$ cat src/rtl/stream_pkg.sv
// Shared constants and elaboration-time helpers for the stream packing blocks.
package stream_pkg;

  localparam int DEF_WORD_WIDTH = 32'sd32;
  localparam int DEF_PACK_RATIO = 32'sd4;

  function automatic int clog2(input int value);
    int result;
    result = 32'sd0;
    for (int v = value - 32'sd1; v > 32'sd0; v = v >>> 1) begin
      result = result + 32'sd1;
    end
    return result;
  endfunction

  // A single-lane packer still needs a one-bit lane counter.
  function automatic int cnt_width(input int ratio);
    int w;
    w = clog2(ratio);
    return (w < 32'sd1) ? 32'sd1 : w;
  endfunction

  function automatic int keep_width(input int ratio);
    return ratio;
  endfunction

endpackage

$ cat src/rtl/pack_out_slice.sv
// One-entry output register: loads a payload, holds it under backpressure,
// and accepts a new payload on the same edge the current one drains.
module pack_out_slice
  import stream_pkg::*;
#(
  parameter int PAYLOAD_W = 8
) (
  input  logic                 clk,
  input  logic                 rst,
  input  logic                 load,
  input  logic [PAYLOAD_W-1:0] load_payload,
  input  logic                 out_ready,
  output logic                 out_valid,
  output logic [PAYLOAD_W-1:0] out_payload,
  output logic                 can_load
);

  logic                 valid_r;
  logic [PAYLOAD_W-1:0] payload_r;

  // Combinational from out_ready so a draining beat frees the slot in the same cycle.
  assign can_load    = ~valid_r | out_ready;
  assign out_valid   = valid_r;
  assign out_payload = payload_r;

  // Valid/payload register; load has priority over drain.
  always_ff @(posedge clk or posedge rst) begin
    if (rst) begin
      valid_r   <= 1'b0;
      payload_r <= '0;
    end else if (load) begin
      valid_r   <= 1'b1;
      payload_r <= load_payload;
    end else if (out_ready) begin
      valid_r   <= 1'b0;
      payload_r <= payload_r;
    end else begin
      valid_r   <= valid_r;
      payload_r <= payload_r;
    end
  end

endmodule

$ cat src/rtl/stream_packer.sv
// Packs PACK_RATIO consecutive words into one wide beat; up_last closes a beat
// early and down_keep marks which lanes carry real words.
module stream_packer
  import stream_pkg::*;
#(
  parameter int WORD_WIDTH = DEF_WORD_WIDTH,
  parameter int PACK_RATIO = DEF_PACK_RATIO
) (
  input  logic                             clk,
  input  logic                             rst,
  input  logic                             up_valid,
  input  logic [WORD_WIDTH-1:0]            up_data,
  input  logic                             up_last,
  output logic                             up_ready,
  output logic                             down_valid,
  output logic [WORD_WIDTH*PACK_RATIO-1:0] down_data,
  output logic [PACK_RATIO-1:0]            down_keep,
  output logic                             down_last,
  input  logic                             down_ready
);

  localparam int CNT_W     = cnt_width(PACK_RATIO);
  localparam int KEEP_W    = keep_width(PACK_RATIO);
  localparam int BEAT_W    = WORD_WIDTH * PACK_RATIO;
  localparam int PAYLOAD_W = BEAT_W + KEEP_W + 1;
  localparam logic [CNT_W-1:0] LAST_LANE = CNT_W'(PACK_RATIO - 1);

  logic [BEAT_W-1:0]    acc_r;
  logic [BEAT_W-1:0]    acc_merged_s;
  logic [KEEP_W-1:0]    keep_r;
  logic [KEEP_W-1:0]    keep_merged_s;
  logic [CNT_W-1:0]     cnt_r;
  logic                 accept_s;
  logic                 close_s;
  logic                 slice_ready_s;
  logic [PAYLOAD_W-1:0] slice_payload_s;
  logic [PAYLOAD_W-1:0] out_payload_s;

  // up_ready is a combinational function of down_ready through the output slice.
  assign up_ready = slice_ready_s;
  assign accept_s = up_valid & slice_ready_s;
  assign close_s  = accept_s & ((cnt_r == LAST_LANE) | up_last);

  // Accumulator view with the incoming word already dropped into lane cnt_r.
  always_comb begin
    acc_merged_s  = acc_r;
    keep_merged_s = keep_r;
    for (int i = 0; i < PACK_RATIO; i++) begin
      if (accept_s && (cnt_r == CNT_W'(i))) begin
        acc_merged_s[i*WORD_WIDTH +: WORD_WIDTH] = up_data;
        keep_merged_s[i]                         = 1'b1;
      end else begin
        acc_merged_s[i*WORD_WIDTH +: WORD_WIDTH] = acc_r[i*WORD_WIDTH +: WORD_WIDTH];
        keep_merged_s[i]                         = keep_r[i];
      end
    end
  end

  // Lane accumulator: clears on close so unfilled lanes of the next beat read zero.
  always_ff @(posedge clk or posedge rst) begin
    if (rst) begin
      acc_r  <= '0;
      keep_r <= '0;
      cnt_r  <= '0;
    end else if (close_s) begin
      acc_r  <= '0;
      keep_r <= '0;
      cnt_r  <= '0;
    end else if (accept_s) begin
      acc_r  <= acc_merged_s;
      keep_r <= keep_merged_s;
      cnt_r  <= cnt_r + CNT_W'(1);
    end else begin
      acc_r  <= acc_r;
      keep_r <= keep_r;
      cnt_r  <= cnt_r;
    end
  end

  assign slice_payload_s = {acc_merged_s, keep_merged_s, up_last};

  pack_out_slice #(
    .PAYLOAD_W (PAYLOAD_W)
  ) u_out (
    .clk          (clk),
    .rst          (rst),
    .load         (close_s),
    .load_payload (slice_payload_s),
    .out_ready    (down_ready),
    .out_valid    (down_valid),
    .out_payload  (out_payload_s),
    .can_load     (slice_ready_s)
  );

  assign {down_data, down_keep, down_last} = out_payload_s;

endmodule

$ cat config.mk
export PLATFORM = sky130hd
export DESIGN_NAME = stream_packer
export DESIGN_NICKNAME = d
export VERILOG_FILES = /design/src/rtl/stream_pkg.sv /design/src/rtl/pack_out_slice.sv /design/src/rtl/stream_packer.sv
export SDC_FILE = /design/constraint.sdc
export NUM_CORES = 1
export LEC_CHECK = 0
export ABC_AREA = 1
export CAP_MARGIN = 15
export CELL_PAD_IN_SITES_DETAIL_PLACEMENT = 1
export CELL_PAD_IN_SITES_GLOBAL_PLACEMENT = 1
export CORE_UTILIZATION = 41
export DETAILED_ROUTE_END_ITERATION = 7
export DONT_BUFFER_PORTS = 1
export PLACE_DENSITY_LB_ADDON = 0.1
export SLEW_MARGIN = 20
export SYNTH_ARGS = -nofsm -noshare
export SYNTH_HDL_FRONTEND = slang
export SYNTH_SLANG_ARGS = --single-unit
$ cat constraint.sdc
create_clock -name clk -period 9.9 [get_ports clk]
set_input_delay 0.495 -clock clk [delete_from_list [all_inputs] [get_ports clk]]
set_output_delay 0.495 -clock clk [all_outputs]
set_load 0.005 [all_outputs]
==> metrics <==
status=finished with violations; failing checks=negative hold slack; Worst Path Arrival=3590 ps; fmax=323 MHz; post-synthesis sequential area ratio=56.3%; Die H=172 µm; Placed Area=12000 µm²; CP startpoint=u_out.out_valid$_DFFE_PP0P_; Peak supply drop=0.000140 V; max-slew violations=0; post-CTS sizing=0; antenna viol nets, final=0; minimum clock period=3100 ps; Final Cycle Share=31.3%; worst skew pair latency=550 ps; final instance area=13100 µm²; Num CTS Buffers=30; area leader, netlist=dfrtp_1; clock sinks=268; Yosys warning count=0; # setup viols final=0; clock network fraction of design power=32.3%; Critical Path RT=10390 ps; area grow syn2layout=9.64%; Initial DRT Pass Iterations=5; Crit path largest cell delay=750 ps; Static Leak=7.25 nW; synth top area cells=dfrtp_1 56%, nand2_1 17%, nand4_1 6.7%; Distinct cells, synth=18; Synth Area per Inst=8.08 µm²; vias in the first global route=9711; first-pass GRT wire length=54.2 mm; Post-Route WL=34.3 mm; drt wl/cell=18.8 µm; power share of the combinational group=20.8%; Synth Cell Area=11900 µm²; Worst-Margin Slew=970 ps; clock root buffer=clkbuf_16; Critical path buffers and inverters=2; routability cong.=0.763; Worst Hold Class=input port to async pin; htree depth=1; num rows=62; CP delay by family, top=simple AND/OR/NAND/NOR gates; reg2reg path depth=7; CTS tree=built; Final nets=1463; grt total ovfl=0; critical path startpoint category=register; crit path cell chain=nand2_4 > buf_4 > nand3_1 > buf_4 > nand2_1 > nand3_1 > nand2_1; Sw Share=33.3%; Synth Instances=1475; Int Pwr=2.35 mW; Setup Fix Bufs, Post-CTS=0; Worst setup EP type=register; vias after detailed routing=9558; Reg clk slew, reported paths=60 ps; Hold Slack=-57.7 ps; initial antenna violation count=0; Initial Util=41.6%; Crit path depth=7; Port-buffer cells=0; largest net degree at the start of global routing=260; CTS Buffer Depth=3; max_slew headroom=35.4%; syn nets=1516; CP Max Fanout=77; P_sw=1.17 mW; Vias/cell=5.23; CP max-delay cell=buf_4; core area=28600 µm²; FF-to-FF setup slack=6800 ps; Sequential Power Share=47.0%; I/O pin cnt=172; FF-to-FF Start=u_out.out_valid$_DFFE_PP0P_; worst reg2reg endpoint=u_out.out_payload[19]$_DFFE_PP0P_; Synth Register Bits=268; Iter 0 DRT Violations=689; RSZ-0062 raised after global routing=false; WS Path Type=register to register; GRT Total Usage=23.6%; post-DP HPWL=20.6 mm; MaxCap Viol Count=0; Hold-fix buffers, CTS=0; # DRC=0; Final Hold Fails=21; Final Skew=9.07 ps; share of layout cells above drive strength 1=4.91%; Die W=172 µm; PD cells=270 nW/µm²; CP Capture Point=u_out.out_payload[19]$_DFFE_PP0P_; n_diodes=0; TNS Setup=0 ps; DIE AREA=29800 µm²; top cell type's share of synthesized area=56.3%
[sequential cells by signal (all words and copies together) (netlist names)]
signal             cells
acc_r                128
cnt_r                  2
keep_r                 4
u_out.out_payload    133
u_out.out_valid        1
[worst min path at each step]
stage / depth (start not counted) / slack (ps) / startpoint / end
after floorplan: 2 / 440 / keep_r[3]$_DFFE_PP0P_ / keep_r[3]$_DFFE_PP0P_
after global placement: 2 / 460 / keep_r[3]$_DFFE_PP0P_ / keep_r[3]$_DFFE_PP0P_
after detailed placement: 2 / 460 / keep_r[3]$_DFFE_PP0P_ / keep_r[3]$_DFFE_PP0P_
after CTS: 1 / 20 / rst / u_out.out_payload[128]$_DFFE_PP0P_
after global routing: 1 / 20 / rst / u_out.out_payload[129]$_DFFE_PP0P_
final: 1 / -60 / rst / u_out.out_payload[130]$_DFFE_PP0P_
[per-stage QoR]
step	total power [mW]	hold slack, ps	util [%]	cells	setup slack, ps
floorplan	2.19	437	-	1475	2020
global placement	2.37	456	42.0	1773	6820
detailed placement	2.41	458	42.0	1773	6750
CTS	3.57	17.4	45.5	1828	6780
global route	3.78	23.1	45.6	1829	6590
finish	3.52	-57.7	45.6	1829	6800
[power groups by stage]
stage          combinational [mW]  clock [mW]  sequential (mW)
6_report                    0.732        1.14             1.66
5_1_grt                     0.866        1.21             1.70
4_1_cts                     0.743        1.17             1.66
3_5_place_dp                0.736           0             1.68
3_3_place_gp                0.699           0             1.67
2_1_floorplan               0.591           0             1.60
[worst reg2reg max path, cell delays in order (launching register included)]
cell	delay [ps]
dfrtp_1	420
nand2_4	520
buf_4	780
nand3_1	560
buf_4	410
nand2_1	150
nand3_1	100
nand2_1	100
[metal layers]
layer	track usage, %	wire [µm]	up-vias
li1	-	-	4508
met1	34.7	16600	4810
met2	35.7	15300	200
met3	4.58	2010	40
met4	5.54	464	0
met5	0	0	-
[cell families after synthesis]
group | count (synthesis) | share of synthesized area, %
and+or+nand+nor | 929 | 33.6
buffers and inverters | 272 | 9.60
DFF | 268 | 56.3
adders and majority gates | 4 | 0.420
AOI/OAI and AO/OA | 2 | 0.0840
[cells in the mapped netlist, drive strengths merged]
master    n
inv     173
nand3   136
dfrtp   268
nand2   535
ha        4
buf      74
nand4   128
o21ai     2
nor2    130
clkbuf   25
[area by class of cell]
cell class              instances  area [µm²]
inverters                     173         659
repair buffers                 14         138
multi-input cells             935        4070
fillers                      3412       15600
clock inverters                11         105
well taps                     384         480
flip-flops and latches        268        6710
clock buffers                  44         905
[cells in the final DEF (no fill, tap or decap)]
| cell type | instances |
|---|---|
| nand2_1 | 533 |
| dfrtp_1 | 268 |
| inv_1 | 170 |
| nand3_1 | 136 |
| nand4_1 | 128 |
| nor2_1 | 128 |
| clkbuf_16 | 31 |
| buf_4 | 12 |
| clkinv_2 | 9 |
| clkbuf_8 | 8 |
| clkbuf_1 | 5 |
| ha_1 | 4 |
| o21ai_0 | 2 |
| bufinv_16 | 2 |
| inv_2 | 1 |
| nand2_4 | 1 |
| nor2_4 | 1 |
| nand2_2 | 1 |
| nor2_8 | 1 |
| inv_4 | 1 |
| inv_8 | 1 |
| buf_16 | 1 |
| buf_12 | 1 |
No activity file was read; power rests on OpenSTA's default activity.
